===== src/rtl/digit_serial_add_sub_pkg.sv =====
//------------------------------------------------------------------------------
// Module   : digit_serial_add_sub_pkg
// Brief    : Shared FSM state type and sizing helper for the digit-serial add/sub.
// Revision : 1.0 - initial release
//------------------------------------------------------------------------------
`default_nettype none

package digit_serial_add_sub_pkg;

  typedef enum logic [0:0] {
    IDLE = 1'b0,
    RUN  = 1'b1
  } state_t;

  // Digit counter width; a single-digit configuration still needs one bit.
  function automatic int cnt_width(input int n);
    return (n <= 1) ? 1 : $clog2(n);
  endfunction

endpackage

`default_nettype wire


===== src/rtl/digit_serial_add_sub_if.sv =====
//------------------------------------------------------------------------------
// Module   : digit_serial_add_sub_if
// Brief    : Start/done request bus of the digit-serial adder/subtractor.
// Revision : 1.0 - initial release
//------------------------------------------------------------------------------
`default_nettype none

interface digit_serial_add_sub_if #(
  parameter int M = 32
);

  logic         start;
  logic         sub;
  logic         cin;
  logic [M-1:0] x;
  logic [M-1:0] y;
  logic         busy;
  logic         done;
  logic [M-1:0] out;
  logic         cout;
  logic         v;

  modport master (
    output start, sub, cin, x, y,
    input  busy, done, out, cout, v
  );

  modport slave (
    input  start, sub, cin, x, y,
    output busy, done, out, cout, v
  );

endinterface

`default_nettype wire


===== src/rtl/digit_serial_add_sub_slice.sv =====
//------------------------------------------------------------------------------
// Module   : digit_serial_add_sub_slice
// Brief    : Combinational M-bit ripple-carry adder/subtractor with carry and overflow.
// Revision : 1.0 - initial release
//------------------------------------------------------------------------------
`default_nettype none

module digit_serial_add_sub_slice #(
  parameter int M = 8
) (
  input  wire logic [M-1:0] a,
  input  wire logic [M-1:0] b,
  input  wire logic         sub,
  input  wire logic         cin,
  output logic      [M-1:0] s,
  output logic              cout,
  output logic              v
);

  logic [M-1:0] w_b;
  logic [M:0]   w_c;

  // Subtraction is a + ~b + ~cin, so cin behaves as a borrow-in.
  assign w_b    = b ^ {M{sub}};
  assign w_c[0] = cin ^ sub;

  for (genvar i = 0; i < M; i++) begin : g_bit
    assign s[i]     = a[i] ^ w_b[i] ^ w_c[i];
    assign w_c[i+1] = (a[i] & w_b[i]) | (w_c[i] & (a[i] ^ w_b[i]));
  end

  assign cout = w_c[M];
  assign v    = w_c[M] ^ w_c[M-1];

endmodule

`default_nettype wire


===== src/rtl/digit_serial_add_sub.sv =====
//------------------------------------------------------------------------------
// Module   : digit_serial_add_sub
// Brief    : Multi-cycle M-bit add/sub processing D bits per clock, LSB digit first.
// Revision : 1.0 - initial release
//------------------------------------------------------------------------------
`default_nettype none

module digit_serial_add_sub
  import digit_serial_add_sub_pkg::*;
#(
  parameter int M = 32,
  parameter int D = 8
) (
  input wire logic               clk,
  input wire logic               rst,
  digit_serial_add_sub_if.slave  bus
);

  localparam int N       = M / D;
  localparam int c_cnt_w = cnt_width(N);

  if (M % D != 0) begin : g_bad_digit
    $error("digit_serial_add_sub: M must be a multiple of D");
  end

  state_t               r_state;
  state_t               w_state_next;
  logic                 w_accept;
  logic                 w_last;
  logic                 w_step;

  logic [M-1:0]         r_a;
  logic [M-1:0]         r_b;
  logic                 r_carry;
  logic [c_cnt_w-1:0]   r_cnt;
  logic [M-1:0]         w_a_next;
  logic [M-1:0]         w_b_next;

  logic [D-1:0]         w_sum;
  logic                 w_slice_cout;
  logic                 w_slice_v;
  logic [M-1:0]         w_res_full;

  logic [M-1:0]         r_out;
  logic                 r_cout;
  logic                 r_v;
  logic                 r_done;

  // Operand B is already inverted at capture, so the slice only ever adds.
  digit_serial_add_sub_slice #(
    .M (D)
  ) u_slice (
    .a    (r_a[D-1:0]),
    .b    (r_b[D-1:0]),
    .sub  (1'b0),
    .cin  (r_carry),
    .s    (w_sum),
    .cout (w_slice_cout),
    .v    (w_slice_v)
  );

  always_ff @(posedge clk or posedge rst) begin
    if (rst) begin
      r_state <= IDLE;
    end else begin
      r_state <= w_state_next;
    end
  end

  always_comb begin
    w_state_next = r_state;
    w_accept     = 1'b0;
    w_last       = 1'b0;
    case (r_state)
      IDLE: begin
        if (bus.start) begin
          w_accept     = 1'b1;
          w_state_next = RUN;
        end
      end
      RUN: begin
        if (r_cnt == c_cnt_w'(N - 1)) begin
          w_last       = 1'b1;
          w_state_next = IDLE;
        end
      end
      default: w_state_next = IDLE;
    endcase
  end

  assign w_step = (r_state == RUN);

  if (N > 1) begin : g_shift_multi
    logic [M-D-1:0] r_res;

    assign w_a_next   = {{D{1'b0}}, r_a[M-1:D]};
    assign w_b_next   = {{D{1'b0}}, r_b[M-1:D]};
    // New digits enter at the MSB end; after N digits the result is aligned.
    assign w_res_full = {w_sum, r_res};

    always_ff @(posedge clk or posedge rst) begin
      if (rst) begin
        r_res <= '0;
      end else if (w_step) begin
        r_res <= w_res_full[M-1:D];
      end
    end
  end else begin : g_shift_single
    assign w_a_next   = '0;
    assign w_b_next   = '0;
    assign w_res_full = w_sum;
  end

  always_ff @(posedge clk or posedge rst) begin
    if (rst) begin
      r_a     <= '0;
      r_b     <= '0;
      r_carry <= 1'b0;
      r_cnt   <= '0;
      r_out   <= '0;
      r_cout  <= 1'b0;
      r_v     <= 1'b0;
      r_done  <= 1'b0;
    end else begin
      r_done <= w_last;
      if (w_accept) begin
        r_a     <= bus.x;
        r_b     <= bus.sub ? ~bus.y : bus.y;
        r_carry <= bus.sub ? ~bus.cin : bus.cin;
        r_cnt   <= '0;
      end else if (w_step) begin
        r_a     <= w_a_next;
        r_b     <= w_b_next;
        r_carry <= w_slice_cout;
        r_cnt   <= r_cnt + c_cnt_w'(1);
        if (w_last) begin
          r_out  <= w_res_full;
          r_cout <= w_slice_cout;
          r_v    <= w_slice_v;
        end
      end
    end
  end

  assign bus.busy = w_step;
  assign bus.done = r_done;
  assign bus.out  = r_out;
  assign bus.cout = r_cout;
  assign bus.v    = r_v;

endmodule

`default_nettype wire

===== src/flat_wrapper.sv =====
// flat-port wrapper written by rule: the top's interface ports become plain ports
module digit_serial_add_sub_flat import digit_serial_add_sub_pkg::*;
#(
  parameter int M = 32,
  parameter int D = 8
)
  (clk, rst, bus_start, bus_sub, bus_cin, bus_x, bus_y, bus_busy, bus_done, bus_out, bus_cout, bus_v);
  digit_serial_add_sub_if #(.M(M)) bus_i ();
  input wire logic clk;
  input wire logic rst;
  input wire logic [$bits(bus_i.start)-1:0] bus_start;
  input wire logic [$bits(bus_i.sub)-1:0] bus_sub;
  input wire logic [$bits(bus_i.cin)-1:0] bus_cin;
  input wire logic [$bits(bus_i.x)-1:0] bus_x;
  input wire logic [$bits(bus_i.y)-1:0] bus_y;
  output wire logic [$bits(bus_i.busy)-1:0] bus_busy;
  output wire logic [$bits(bus_i.done)-1:0] bus_done;
  output wire logic [$bits(bus_i.out)-1:0] bus_out;
  output wire logic [$bits(bus_i.cout)-1:0] bus_cout;
  output wire logic [$bits(bus_i.v)-1:0] bus_v;
  assign bus_i.start = bus_start;
  assign bus_i.sub = bus_sub;
  assign bus_i.cin = bus_cin;
  assign bus_i.x = bus_x;
  assign bus_i.y = bus_y;
  assign bus_busy = bus_i.busy;
  assign bus_done = bus_i.done;
  assign bus_out = bus_i.out;
  assign bus_cout = bus_i.cout;
  assign bus_v = bus_i.v;
  digit_serial_add_sub #(.M(M), .D(D)) u_core (.clk(clk), .rst(rst), .bus(bus_i));
endmodule

===== config.mk =====
export PLATFORM = sky130hd
export DESIGN_NAME = digit_serial_add_sub_flat
export DESIGN_NICKNAME = d
export VERILOG_FILES = /design/src/rtl/digit_serial_add_sub_pkg.sv /design/src/rtl/digit_serial_add_sub_if.sv /design/src/rtl/digit_serial_add_sub_slice.sv /design/src/rtl/digit_serial_add_sub.sv /design/src/flat_wrapper.sv
export SDC_FILE = /design/constraint.sdc
export NUM_CORES = 1
export LEC_CHECK = 0
export CORE_MARGIN = 2
export CORE_UTILIZATION = 40
export CTS_CLUSTER_DIAMETER = 30
export DETAILED_ROUTE_END_ITERATION = 12
export PLACE_DENSITY = 0.71
export SETUP_SLACK_MARGIN = 0.3
export SYNTH_ARGS = -nofsm -noshare
export SYNTH_HDL_FRONTEND = slang
export SYNTH_HIERARCHICAL = 1
export SYNTH_SLANG_ARGS = --single-unit

===== constraint.sdc =====
create_clock -name clk -period 4.5 [get_ports clk]
set_input_delay 0.675 -clock clk [delete_from_list [all_inputs] [get_ports clk]]
set_output_delay 0.675 -clock clk [all_outputs]
set_load 0.01 [all_outputs]

==> flow_summary.html, run 1 <==
<table>
<tr><th>Metric</th><th>Value</th></tr>
<tr><th colspan="2">Status</th></tr>
<tr><td>Status</td><td>finished, final reports clean</td></tr>
<tr><th colspan="2">Timing</th></tr>
<tr><td>Number of hold violations in the final report</td><td>0</td></tr>
<tr><td>Post-route setup TNS</td><td>0 ns</td></tr>
<tr><td>Setup repair after global routing missed its margin</td><td>false</td></tr>
<tr><td>Clock tree skew after final layout</td><td>0.00682 ns</td></tr>
<tr><td>Worst Tran Pin Value</td><td>around 1.1 ns</td></tr>
<tr><td>Share of the cycle needed by the critical path after routing</td><td>89.3%</td></tr>
<tr><td>Final Max Slew Viols</td><td>0</td></tr>
<tr><td>Time the worst path needs with I/O delays and setup</td><td>about 4 ns</td></tr>
<tr><td>Worst hold slack across all endpoints</td><td>about 0.47 ns</td></tr>
<tr><td>Final count of negative-setup-slack endpoints</td><td>0</td></tr>
<tr><td>Worst relative slew slack</td><td>approximately 30%</td></tr>
<tr><td>Fmax</td><td>249 MHz</td></tr>
<tr><th colspan="2">Worst hold path</th></tr>
<tr><td>Worst Hold Depth</td><td>2</td></tr>
<tr><td>Worst hold start</td><td>u_core/r_b[22]</td></tr>
<tr><td>Hold/Removal Path Class</td><td>reg -&gt; reg</td></tr>
<tr><th colspan="2">Routing</th></tr>
<tr><td>DRT Wirelength</td><td>11800 um</td></tr>
<tr><td>Average via count per standard cell</td><td>around 4.9</td></tr>
<tr><td>Drt first pass iters</td><td>4</td></tr>
<tr><td>Post-detailed-route wirelength per cell</td><td>15.4 um</td></tr>
<tr><td>Post-route DRC violation count</td><td>0</td></tr>
<tr><td>Remaining antenna violation count</td><td>0</td></tr>
<tr><td>Via Count</td><td>3761</td></tr>
<tr><td>Number of DRC markers in iteration 0</td><td>194</td></tr>
<tr><th colspan="2">Clock network</th></tr>
<tr><td>Max Buffers Root-to-Sink</td><td>2</td></tr>
<tr><td>CTS tree</td><td>built</td></tr>
<tr><td>Number of buffers inserted to repair setup after CTS</td><td>0</td></tr>
<tr><td>CTS clock-pin slew for the worst setup and hold paths</td><td>0.05 ns</td></tr>
<tr><td>Clock insertion delay at the later pin of the skew report</td><td>roughly 0.41 ns</td></tr>
<tr><td>Clock root buffer</td><td>clkbuf_16</td></tr>
<tr><td>Number of hold buffers added after cts</td><td>0</td></tr>
<tr><td>TritonCTS sink count</td><td>127</td></tr>
<tr><td>H-tree levels</td><td>4</td></tr>
<tr><td>Number of clock buffers inserted by TritonCTS</td><td>17</td></tr>
<tr><th colspan="2">Global route</th></tr>
<tr><td>Global router's overall resource usage</td><td>approximately 16%</td></tr>
<tr><td>Met3 usage</td><td>4.44%</td></tr>
<tr><td>Residual overflow from global routing</td><td>0</td></tr>
<tr><td>Number of antenna violations at the first check in global routing</td><td>0</td></tr>
<tr><td>Pin count of the biggest net entering global routing</td><td>~80</td></tr>
<tr><td>Met1 usage</td><td>21.8%</td></tr>
<tr><td>Vias in the first global route</td><td>just under 4000</td></tr>
<tr><td>Layer with the highest usage</td><td>met2</td></tr>
<tr><td>Wire length of the first global-routing pass</td><td>around 20000 um</td></tr>
<tr><td>Met2 track demand over resource</td><td>23.5%</td></tr>
<tr><th colspan="2">Logic synthesis</th></tr>
<tr><td>Cell area after synthesis</td><td>0.00610 sq mm</td></tr>
<tr><td>Number of flip-flops and latches in the synthesized netlist</td><td>127</td></tr>
<tr><td>Multiplexer area fraction after synthesis</td><td>16.2%</td></tr>
<tr><td>Combinational family with the most area after synthesis</td><td>multiplexers</td></tr>
<tr><td>Post-synthesis sequential area ratio</td><td>52.1%</td></tr>
<tr><td>Cell accounting for the most synthesized area</td><td>dfrtp_1</td></tr>
<tr><td>Top-count cell post-synth</td><td>dfrtp_1</td></tr>
<tr><td>Share of the synthesized area in compound gates (AO/OA/AOI/OAI)</td><td>8.48%</td></tr>
<tr><td>Most used flip-flop cell after synthesis</td><td>dfrtp_1</td></tr>
<tr><td>Yosys warns</td><td>6</td></tr>
<tr><td>Post-synth EDFFs</td><td>0</td></tr>
<tr><td>Share of the synthesized area in the top cell type</td><td>52.1%</td></tr>
<tr><td>Simple-gate share of the synthesized area</td><td>8.00%</td></tr>
<tr><td>Post-synthesis share of cell area spent on xor and xnor gates</td><td>6.18%</td></tr>
<tr><td>Number of instances in the synthesized netlist</td><td>475</td></tr>
<tr><td>Most instantiated cells after synthesis</td><td>127 x dfrtp_1, 50 x mux2_2, 49 x nand2_1, 41 x xnor2_1, 32 x mux2i_1</td></tr>
<tr><td>Adder-cell share of the synthesized area</td><td>under 10%</td></tr>
<tr><td>Fraction of synthesis flops using an asynchronous set or reset pin</td><td>100%</td></tr>
<tr><td>Synth unique cells</td><td>28</td></tr>
<tr><td>Net Count, Synth</td><td>553</td></tr>
<tr><td>Top area cells in the synthesized netlist</td><td>dfrtp_1 52%, mux2_2 9.2%, xnor2_1 5.9%, mux2i_1 5.3%, o211ai_2 4.1%</td></tr>
<tr><td>Average cell area after synthesis</td><td>12.8 sq um</td></tr>
<tr><th colspan="2">Layout</th></tr>
<tr><td>N_diodes</td><td>0</td></tr>
<tr><td>Area growth from synthesis to final layout</td><td>25.9%</td></tr>
<tr><td>Final cell count without fillers</td><td>~770</td></tr>
<tr><td>Fin nets</td><td>645</td></tr>
<tr><td>Fraction of final layout cells with drive strength greater than 1</td><td>20.5%</td></tr>
<tr><th colspan="2">Setup path</th></tr>
<tr><td>Maximum fanout along the worst path</td><td>2</td></tr>
<tr><td>Worst setup path category</td><td>reg -&gt; reg</td></tr>
<tr><td>Cell family with the largest share of critical-path delay</td><td>adder cells</td></tr>
<tr><td>Reg2Reg Depth</td><td>13</td></tr>
<tr><td>Capturing element type of the critical path</td><td>flop</td></tr>
<tr><td>Worst setup SP type</td><td>flop</td></tr>
<tr><td>Longest individual stage delay on the worst path</td><td>between 0.4 and 0.5 ns</td></tr>
<tr><td>Critical Path, Cell by Cell</td><td>xnor2_1, fa_1, inv_1, fa_1, inv_1, fa_2, fa_2, fa_1, fa_2, fa_2, inv_1, fa_1, mux2_2</td></tr>
<tr><td>Worst setup path start</td><td>u_core/r_carry</td></tr>
<tr><td>Startpoint of the lowest-slack register-to-register path</td><td>u_core/r_carry</td></tr>
<tr><td>Critical Path Slowest Stage Cell</td><td>fa_1</td></tr>
<tr><td>Required @ worst endpoint</td><td>4.80 ns</td></tr>
<tr><td>Critical path depth</td><td>13</td></tr>
<tr><td>Arrival time reported for the critical path endpoint</td><td>approximately 4.3 ns</td></tr>
<tr><td>Crit path buffers/inverters</td><td>3</td></tr>
<tr><th colspan="2">Power</th></tr>
<tr><td>Peak VDD IR</td><td>roughly 0.00023 V</td></tr>
<tr><td>Flop pwr share</td><td>40.1%</td></tr>
<tr><td>Cell Int Power</td><td>0.00343 W</td></tr>
<tr><td>Reported net switching power</td><td>0.00152 W</td></tr>
<tr><td>Sw Share</td><td>30.7%</td></tr>
<tr><td>Gate power share</td><td>34.0%</td></tr>
<tr><td>P per Cell Area</td><td>645 mW/mm^2</td></tr>
<tr><td>Clock power frac</td><td>26.0%</td></tr>
<tr><td>Overall Power</td><td>0.00495 W</td></tr>
<tr><td>Leakage Power</td><td>~3.3 nW</td></tr>
<tr><th colspan="2">Die</th></tr>
<tr><td>Height of the chip</td><td>between 100 and 150 um</td></tr>
<tr><td>Total core area</td><td>0.0150 sq mm</td></tr>
<tr><td>Width of the die</td><td>127 um</td></tr>
<tr><td>Number of ports placed on the die boundary</td><td>105</td></tr>
<tr><td>Area of the die</td><td>0.0162 sq mm</td></tr>
<tr><td>Starting density of the core</td><td>40.5%</td></tr>
<tr><td>Std-Cell Rows</td><td>45</td></tr>
<tr><th colspan="2">Placed design</th></tr>
<tr><td>Number of placed cells counting well taps</td><td>736</td></tr>
<tr><td>RD Place Congestion</td><td>0.772</td></tr>
<tr><td>Port buffer count</td><td>104</td></tr>
<tr><td>Dpl hpwl</td><td>7870 um</td></tr>
<tr><th colspan="2">Run</th></tr>
<tr><td>Number of violations of the max-capacitance limit</td><td>0</td></tr>
</table>
area by class of cell:
class                   instances  area, sq um
clock buffers                  26          509
fillers                      1334         7360
inverters                      17         66.3
flip-flops and latches        127         3180
multi-input cells             296         2550
well taps                     188          235
repair buffers                108         1080
clock inverters                 6         55.1
kinds of logic (layout without fill, tap and decap cells):
kind of cell	Yosys count	count (layout)
AO/OA/AOI/OAI	58	58
XOR/XNOR	43	43
adder cells (fa/ha/maj)	9	9
buffers and inverters	52	157
flip-flops	127	127
multiplexers	91	91
other	1	1
AND/OR/NAND/NOR	94	94
cells in the final DEF (no fill, tap or decap), drive strengths merged, types with 2 or more instances in the layout:
cell type / netlist / final
or3b: 25 / 25
a211oi: 8 / 8
buf: 29 / 6
mux2: 59 / 59
xor2: 2 / 2
clkbuf: 6 / 26
o21ai: 24 / 24
nand2: 50 / 50
xnor2: 41 / 41
o211ai: 25 / 25
clkinv: 0 / 5
inv: 17 / 17
dfrtp: 127 / 127
mux2i: 32 / 32
nor2: 18 / 18
clkdlybuf4s50: 0 / 102
fa: 8 / 8
state kept, by name, indices dropped and copies added (netlist names):
signal	flops
u_core/r_carry	1
u_core/bus.done	1
u_core/bus.cout	1
u_core/g_shift_multi.r_res	24
u_core/r_b	32
u_core/bus.out	32
u_core/bus.busy	1
u_core/r_a	32
u_core/r_cnt	2
u_core/bus.v	1
worst paths after layout:
path                                                  endpoint  slack (ns)
max in group asynchronous                        u_core/r_a[8]        2.89
worst min-delay path                            u_core/r_b[14]        0.47
worst max-delay path            u_core/g_shift_multi.r_res[23]        0.48
worst min register to register                  u_core/r_b[14]        0.47
worst max register to register  u_core/g_shift_multi.r_res[23]        0.48
min in group asynchronous                    u_core/bus.out[2]        0.80
tightest hold or removal path, delay by kind of cell (launching register included):
kind	cells	cell delay, ns
AND/OR/NAND/NOR	1	0.06
flip-flops	1	0.33
AO/OA/AOI/OAI	1	0.05
power groups by stage:
stage	registers [W]	clock network, W	logic (W)
after detailed placement	0.00200	0	0.00170
after global routing	0.00206	0.00138	0.00185
after CTS	0.00199	0.00132	0.00171
after global placement	0.00198	0	0.00163
after floorplan	0.00191	0	0.00118
final	0.00198	0.00129	0.00168
metrics by stage:
step / cell area [sq um] / utilization, % / worst slack [ns]
6_report: 7680 / 51.1 / 0.484
2_1_floorplan: 6100 / - / 0.441
3_5_place_dp: 7100 / 47.2 / 0.254
5_1_grt: 7680 / 51.1 / 0.332
3_3_place_gp: 7100 / 47.2 / 0.353
4_1_cts: 7670 / 51.0 / 0.308
routing by layer:
layer,share of wire [%],wire [um],vias up
met1,48,5650,1834
met5,0,0,-
met3,5.4,640,14
met2,46,5380,103
met4,1.2,137,0
li1,-,-,1810
timing repair:
item / in CTS / in global routing
endpoints found under the setup margin: 2 / 3
resized for setup: 1 / 3
gates cloned: 0 / 0
Note: power is estimated with default switching activity, not from simulation.
==> run 2, diff against run 1 <==
Settings changed: GPL_TIMING_DRIVEN from default to 0.
==> flow_summary.html, run 2 (synthesis results as in run 1) <==
<table>
<tr><th>Metric</th><th>Value</th></tr>
<tr><th colspan="2">Setup path</th></tr>
<tr><td>Required @ worst endpoint</td><td>4.80 ns (about the same)</td></tr>
<tr><td>Critical Path Slowest Stage Cell</td><td>fa_1</td></tr>
<tr><td>Maximum fanout along the worst path</td><td>2 (unchanged)</td></tr>
<tr><td>Worst setup SP type</td><td>flop</td></tr>
<tr><td>Arrival time reported for the critical path endpoint</td><td>4.37 ns (+0.06 ns)</td></tr>
<tr><td>Worst setup path category</td><td>reg -&gt; reg</td></tr>
<tr><td>Critical Path, Cell by Cell</td><td>xnor2_1, fa_1, inv_1, fa_1, inv_1, fa_1, fa_2, fa_2, fa_2, fa_2, inv_1, fa_1, mux2_2</td></tr>
<tr><td>Longest individual stage delay on the worst path</td><td>0.44 ns (about the same)</td></tr>
<tr><td>Capturing element type of the critical path</td><td>flop</td></tr>
<tr><th colspan="2">Routing</th></tr>
<tr><td>Post-detailed-route wirelength per cell</td><td>16.3 um (+6.0%)</td></tr>
<tr><td>Number of DRC markers in iteration 0</td><td>158 (-19%)</td></tr>
<tr><td>Average via count per standard cell</td><td>4.92 (+0.47%)</td></tr>
<tr><td>Remaining antenna violation count</td><td>0 (unchanged)</td></tr>
<tr><td>Drt first pass iters</td><td>6 (+2)</td></tr>
<tr><td>DRT Wirelength</td><td>13000 um (+10%)</td></tr>
<tr><td>Post-route DRC violation count</td><td>0 (unchanged)</td></tr>
<tr><td>Via Count</td><td>3936 (+4.7%)</td></tr>
<tr><th colspan="2">Clock network</th></tr>
<tr><td>Number of clock buffers inserted by TritonCTS</td><td>17 (unchanged)</td></tr>
<tr><td>CTS tree</td><td>built</td></tr>
<tr><td>Max Buffers Root-to-Sink</td><td>2 (unchanged)</td></tr>
<tr><td>CTS clock-pin slew for the worst setup and hold paths</td><td>0.05 ns (about the same)</td></tr>
<tr><td>TritonCTS sink count</td><td>127 (unchanged)</td></tr>
<tr><td>Number of hold buffers added after cts</td><td>0 (unchanged)</td></tr>
<tr><td>Clock insertion delay at the later pin of the skew report</td><td>0.41 ns (about the same)</td></tr>
<tr><td>H-tree levels</td><td>4 (unchanged)</td></tr>
<tr><td>Clock root buffer</td><td>clkbuf_16</td></tr>
<tr><th colspan="2">Run</th></tr>
<tr><td>Number of violations of the max-capacitance limit</td><td>0 (unchanged)</td></tr>
<tr><th colspan="2">Layout</th></tr>
<tr><td>Area growth from synthesis to final layout</td><td>31.2%</td></tr>
<tr><td>N_diodes</td><td>0 (unchanged)</td></tr>
<tr><td>Fraction of final layout cells with drive strength greater than 1</td><td>24.2% (+3.7 points)</td></tr>
<tr><td>Most common library cell in the layout ignoring fill and taps</td><td>dfrtp_1</td></tr>
<tr><td>Post-Route Utilization</td><td>53.2% (+2.2 points)</td></tr>
<tr><td>Commonest cells after routing, fill and taps aside</td><td>127 x dfrtp_1, 103 x clkdlybuf4s50_1, 50 x mux2_2, 49 x nand2_1, 41 x xnor2_1</td></tr>
<tr><td>Fin nets</td><td>677 (+5.0%)</td></tr>
<tr><th colspan="2">Die</th></tr>
<tr><td>Area of the die</td><td>0.0162 sq mm (unchanged)</td></tr>
<tr><td>Std-Cell Rows</td><td>45 (unchanged)</td></tr>
<tr><td>Starting density of the core</td><td>40.5% (unchanged)</td></tr>
<tr><td>Number of ports placed on the die boundary</td><td>105 (unchanged)</td></tr>
<tr><td>Height of the chip</td><td>127 um (unchanged)</td></tr>
<tr><td>Width of the die</td><td>127 um (unchanged)</td></tr>
<tr><td>Total core area</td><td>0.0150 sq mm (unchanged)</td></tr>
<tr><th colspan="2">Global route</th></tr>
<tr><td>Pin count of the biggest net entering global routing</td><td>98 (+21%)</td></tr>
<tr><td>Residual overflow from global routing</td><td>0 (unchanged)</td></tr>
<tr><td>Global router's overall resource usage</td><td>17.3% (+1.6 points)</td></tr>
<tr><td>Wire length of the first global-routing pass</td><td>21400 um (+7.7%)</td></tr>
<tr><td>Number of antenna violations at the first check in global routing</td><td>0 (unchanged)</td></tr>
<tr><td>Vias in the first global route</td><td>4165 (+7.1%)</td></tr>
<tr><th colspan="2">Timing</th></tr>
<tr><td>Share of the cycle needed by the critical path after routing</td><td>90.6% (+1.3 points)</td></tr>
<tr><td>Worst hold slack across all endpoints</td><td>0.480 ns (+0.00611 ns)</td></tr>
<tr><td>Fmax</td><td>245 MHz (-1.5%)</td></tr>
<tr><td>Post-route setup TNS</td><td>0 ns (unchanged)</td></tr>
<tr><td>Time the worst path needs with I/O delays and setup</td><td>4.08 ns (+0.0603 ns)</td></tr>
<tr><td>Clock tree skew after final layout</td><td>0.00522 ns (-0.00160 ns)</td></tr>
<tr><td>Final Max Slew Viols</td><td>0 (unchanged)</td></tr>
<tr><td>Final count of negative-setup-slack endpoints</td><td>0 (unchanged)</td></tr>
<tr><td>Worst path setup slack after routing</td><td>0.423 ns (-0.0603 ns)</td></tr>
<tr><td>Number of hold violations in the final report</td><td>0 (unchanged)</td></tr>
<tr><td>Setup repair after global routing missed its margin</td><td>false</td></tr>
<tr><th colspan="2">Placed design</th></tr>
<tr><td>Pre-CTS setup slack</td><td>0.149 ns (-0.106 ns)</td></tr>
<tr><td>Port buffer count</td><td>103 (-0.96%)</td></tr>
<tr><td>RD Place Congestion</td><td>0.775 (+0.45%)</td></tr>
<tr><td>Dpl hpwl</td><td>9760 um (+24%)</td></tr>
<tr><th colspan="2">Status</th></tr>
<tr><td>Status</td><td>finished, final reports clean</td></tr>
<tr><th colspan="2">Power</th></tr>
<tr><td>Peak VDD IR</td><td>0.000309 V (+36%)</td></tr>
<tr><td>P per Cell Area</td><td>646 mW/mm^2 (+0.16%)</td></tr>
<tr><td>Leakage Power</td><td>3.47 nW (+5.1%)</td></tr>
<tr><th colspan="2">Worst hold path</th></tr>
<tr><td>Hold/Removal Path Class</td><td>reg -&gt; reg</td></tr>
</table>
run 2: cell types whose count changed in the layout (fill, tap and decap cells not counted), sizes merged:
cell	previous run	this run
bufinv	1	3
clkdlybuf4s50	102	103
clkinv	5	8
clkbuf	26	25
clkinvlp	0	2
buf	6	31
run 2: what timing repair did:
| action | 4_1_cts | 5_1_grt |
|---|---|---|
| pin swaps | 1 | 2 |
| setup endpoints to repair | 3 | 3 |
| resized for setup | 4 | 0 |
| buffers inserted | 0 | 1 |
run 2: per-stage QoR:
stage / cell area (sq um) / power [W] / instances
2_1_floorplan: 6100 / 0.00309 / 475
6_report: 8000 / 0.00517 / 800
3_5_place_dp: 7390 / 0.00385 / 767
3_3_place_gp: 7360 / 0.00375 / 766
5_1_grt: 8000 / 0.00550 / 800
4_1_cts: 7990 / 0.00523 / 799
run 2: worst max-delay path: cells and delay by family (launching register included):
family,cells,cell delay [ns]
flops,1,0.37
fa+ha+maj,8,2.97
buf+inv,3,0.22
mux,1,0.29
xor+xnor,1,0.10
run 2: metal layers:
layer  share of wire, %  track usage (%)
met1                 45             22.4
met2                 49             28.2
met3                4.7             3.89
met4                1.6             6.92
met5                  0                0
run 2: worst paths after layout:
kind	from	to	slack, ns	cells past startpoint
setup / recovery	u_core/r_carry	u_core/bus.out[31]	0.42	13
hold / removal	u_core/r_b[22]	u_core/r_b[14]	0.48	2
min in group asynchronous	rst	u_core/bus.out[10]	0.61	2
max in group asynchronous	rst	u_core/bus.busy	3.14	3
hold reg to reg	u_core/r_b[22]	u_core/r_b[14]	0.48	2
setup reg to reg	u_core/r_carry	u_core/bus.out[31]	0.42	13
run 2: area by class of cell:
cell class	instances	area (sq um)
Inverter	17	68.8
Buffer	35	312
Fill cell	1276	7030
Tap cell	188	235
Multi-Input combinational cell	296	2550
Sequential cell	127	3180
Timing Repair Buffer	105	1070
Clock inverter	13	145
Clock buffer	19	443
run 2: where the power goes:
group	total [W]	internal [W]	switching, W
combinational	0.00192	0.00107	0.000853
clock	0.00134	0.000874	0.000467
sequential	0.00191	0.00163	0.000277
total	0.00517	0.00357	0.00160
==> run 3, diff against run 2 <==
Settings changed: GPL_ROUTABILITY_DRIVEN from default to 1.
==> results of run 3 <==
Final layout, timing and power as in run 2 (identical DEF).
==> RTL edit, RTL diff (settings of run 3) <==
`M` is set to 32 in 3 places; all go to 16.
--- a/src/rtl/digit_serial_add_sub_if.sv
+++ b/src/rtl/digit_serial_add_sub_if.sv
@@ -6,7 +6,7 @@
 `default_nettype none
 
 interface digit_serial_add_sub_if #(
-  parameter int M = 32
+  parameter int M = 16
 );
 
   logic         start;
--- a/src/rtl/digit_serial_add_sub.sv
+++ b/src/rtl/digit_serial_add_sub.sv
@@ -8,7 +8,7 @@
 module digit_serial_add_sub
   import digit_serial_add_sub_pkg::*;
 #(
-  parameter int M = 32,
+  parameter int M = 16,
   parameter int D = 8
 ) (
   input wire logic               clk,
--- a/src/flat_wrapper.sv
+++ b/src/flat_wrapper.sv
@@ -1,7 +1,7 @@
 // flat-port wrapper written by rule: the top's interface ports become plain ports
 module digit_serial_add_sub_flat import digit_serial_add_sub_pkg::*;
 #(
-  parameter int M = 32,
+  parameter int M = 16,
   parameter int D = 8
 )
   (clk, rst, bus_start, bus_sub, bus_cin, bus_x, bus_y, bus_busy, bus_done, bus_out, bus_cout, bus_v);
Ports: changed (resized bus_out, bus_x and bus_y); port bits go from 105 to 57. The function was not compared with the original's and may differ.
==> RTL edit against run 3 <==
- power decreased by 48%
- worst setup slack improved by 0.099 ns
- cell area decreased by 51%
- area after synthesis decreased by 50%
- sequential cell count decreased by 65
- routed wire length decreased by 57%
- fmax increased by 2.5%
- die area decreased by 49%
- critical endpoint is now u_core/g_shift_multi.r_res[7]$_DFFE_PP0P_
- largest power group unchanged
==> RTL edit: results (changes against run 3) <==
VDD IR max 0.271 mV (-12%); Worst-Skew Late Latency 0.34 ns (-0.07 ns); vias in the first global route 2044 (-51%); adder-cell share of the synthesized area 5.30% (+2.5 points); hold path start u_core/r_a[11]$_DFFE_PP0P_; met3 Usage GRT 4.15% (+0.25 points); Synth cell types 23 (-18%); routed via count 1917 (-51%); r2r endpoint u_core/g_shift_multi.r_res[7]$_DFFE_PP0P_; first drt pass iteration count 6 (unchanged); cell count after placement 400 (-48%); reg2reg start u_core/r_a[0]$_DFFE_PP0P_; sw frac 32.5% (+1.6 points); clock slew at reported path FFs 0.07 ns (+0.02 ns); final net count 357 (-47%); layout cells sized above 1 20.9% (-3.3 points); H-tree levels 3 (-1); hpwl dp 4280 um (-56%); compound-cell area share of the yosys netlist 5.71% (-2.8 points); met2 usage 25.2% (-3.0 points); Synth Area in XOR/XNOR 7.82% (+1.6 points); overall routed net length 5670 um (-57%); all-layer global routing usage 15.5% (-1.8 points); syn avg cell area 12.3 um^2 (-4.2%); status finished, final reports clean; most area-consuming cells after synthesis dfrtp_1 51%, mux2_2 10%, xnor2_1 7.2%, fa_1 5.3%, mux2i_1 5.3%; mux cell area share after synthesis 15.4% (-0.80 points); 1st-iter DRT viols 62 (-61%); largest net degree at the start of global routing 35 (-64%); first-pass GRT wire length 9960 um (-54%); Seq/Total Area, Yosys 51.3% (-0.81 points); max incr delay on CP 0.42 ns (-0.02 ns); Buffers on Ports 54 (-48%); TritonCTS Buffers 9 (-8); GR Util met1 19.1% (-3.3 points); Mapped Nets 291 (-47%); YS warnings 6 (unchanged); Pleak 1.70 nW (-51%); Post-synth top cells 62 x dfrtp_1, 27 x mux2_2, 25 x xnor2_1; WHS Endpoint u_core/r_a[3]$_DFFE_PP0P_; Post-DP Area 0.00371 mm^2 (-50%); hold_ws 0.489 ns (+0.00882 ns); Non-Filler Instances 415 (-48%); top cell type's share of synthesized area 51.3% (-0.81 points); filler instances 677 (-47%); clock skew 0.0113 ns (+0.00608 ns); gp weighted congestion 0.779 (+0.43%); Root Driver clkbuf_8; fin crit share 88.4% (-2.2 points); worst slack, placed 0.470 ns (+0.321 ns)
-- RTL edit: cell count changes in the layout (fill, tap and decap cells not counted), moves of 9 or more --
| cell | run 3 | this run |
|---|---|---|
| mux2_1 | 9 | 0 |
| nand2_1 | 49 | 17 |
| o21ai_0 | 19 | 8 |
| mux2i_1 | 32 | 16 |
| mux2_2 | 50 | 27 |
| clkbuf_16 | 17 | 0 |
| or3b_1 | 25 | 5 |
| clkdlybuf4s50_1 | 103 | 54 |
| xnor2_1 | 41 | 25 |
| o211ai_2 | 20 | 0 |
| dfrtp_1 | 127 | 62 |
| clkbuf_8 | 1 | 11 |
-- RTL edit: how the worst max path moves through the flow --
stage	from	to	cells past startpoint
after global placement	u_core/r_a[0]$_DFFE_PP0P_	u_core/g_shift_multi.r_res[7]$_DFFE_PP0P_	13
after global routing	u_core/r_a[0]$_DFFE_PP0P_	u_core/g_shift_multi.r_res[7]$_DFFE_PP0P_	13
final	u_core/r_a[0]$_DFFE_PP0P_	u_core/g_shift_multi.r_res[7]$_DFFE_PP0P_	13
after CTS	u_core/r_a[0]$_DFFE_PP0P_	u_core/g_shift_multi.r_res[7]$_DFFE_PP0P_	13
after detailed placement	u_core/r_a[0]$_DFFE_PP0P_	u_core/g_shift_multi.r_res[7]$_DFFE_PP0P_	13
after floorplan	u_core/r_b[0]$_DFFE_PP0P_	u_core/g_shift_multi.r_res[7]$_DFFE_PP0P_	13
-- RTL edit: layout make-up --
cell class	count	area [um^2]	share of cell area, %
clock inverters	3	67.6	1.72
inverters	17	63.8	1.62
flip-flops and latches	62	1550	39.5
multi-input cells	150	1260	32.1
clock buffers	12	155	3.95
repair buffers	55	561	14.3
plain buffers	17	146	3.72
well taps	99	124	3.15
-- RTL edit: timing repair --
action	in CTS	in global routing
setup endpoints to repair	0	2
endpoints found under the hold margin	0	0
resized for setup	0	1
-- RTL edit: worst register-to-register path: stages (launching register included) --
cell     delay [ns]
dfrtp_1        0.35
inv_1          0.07
fa_1           0.41
inv_1          0.07
fa_1           0.15
inv_1          0.05
fa_1           0.38
fa_1           0.41
fa_2           0.39
fa_1           0.40
fa_1           0.41
inv_1          0.09
fa_1           0.42
mux2_2         0.27
-- RTL edit: power by group through the flow --
stage / registers, mW / logic (mW) / clock network, mW
2_1_floorplan: 0.968 / 0.765 / 0
3_3_place_gp: 0.947 / 1.17 / 0
3_5_place_dp: 0.952 / 1.22 / 0
4_1_cts: 0.942 / 1.22 / 0.556
5_1_grt: 0.977 / 1.35 / 0.577
6_report: 0.939 / 1.20 / 0.546
-- RTL edit: metal layers --
metal / wire [um] / vias to the layer above
met3: 276 / 9
met4: 133 / 0
met1: 2550 / 915
li1: - / 947
met5: 0 / -
met2: 2710 / 46
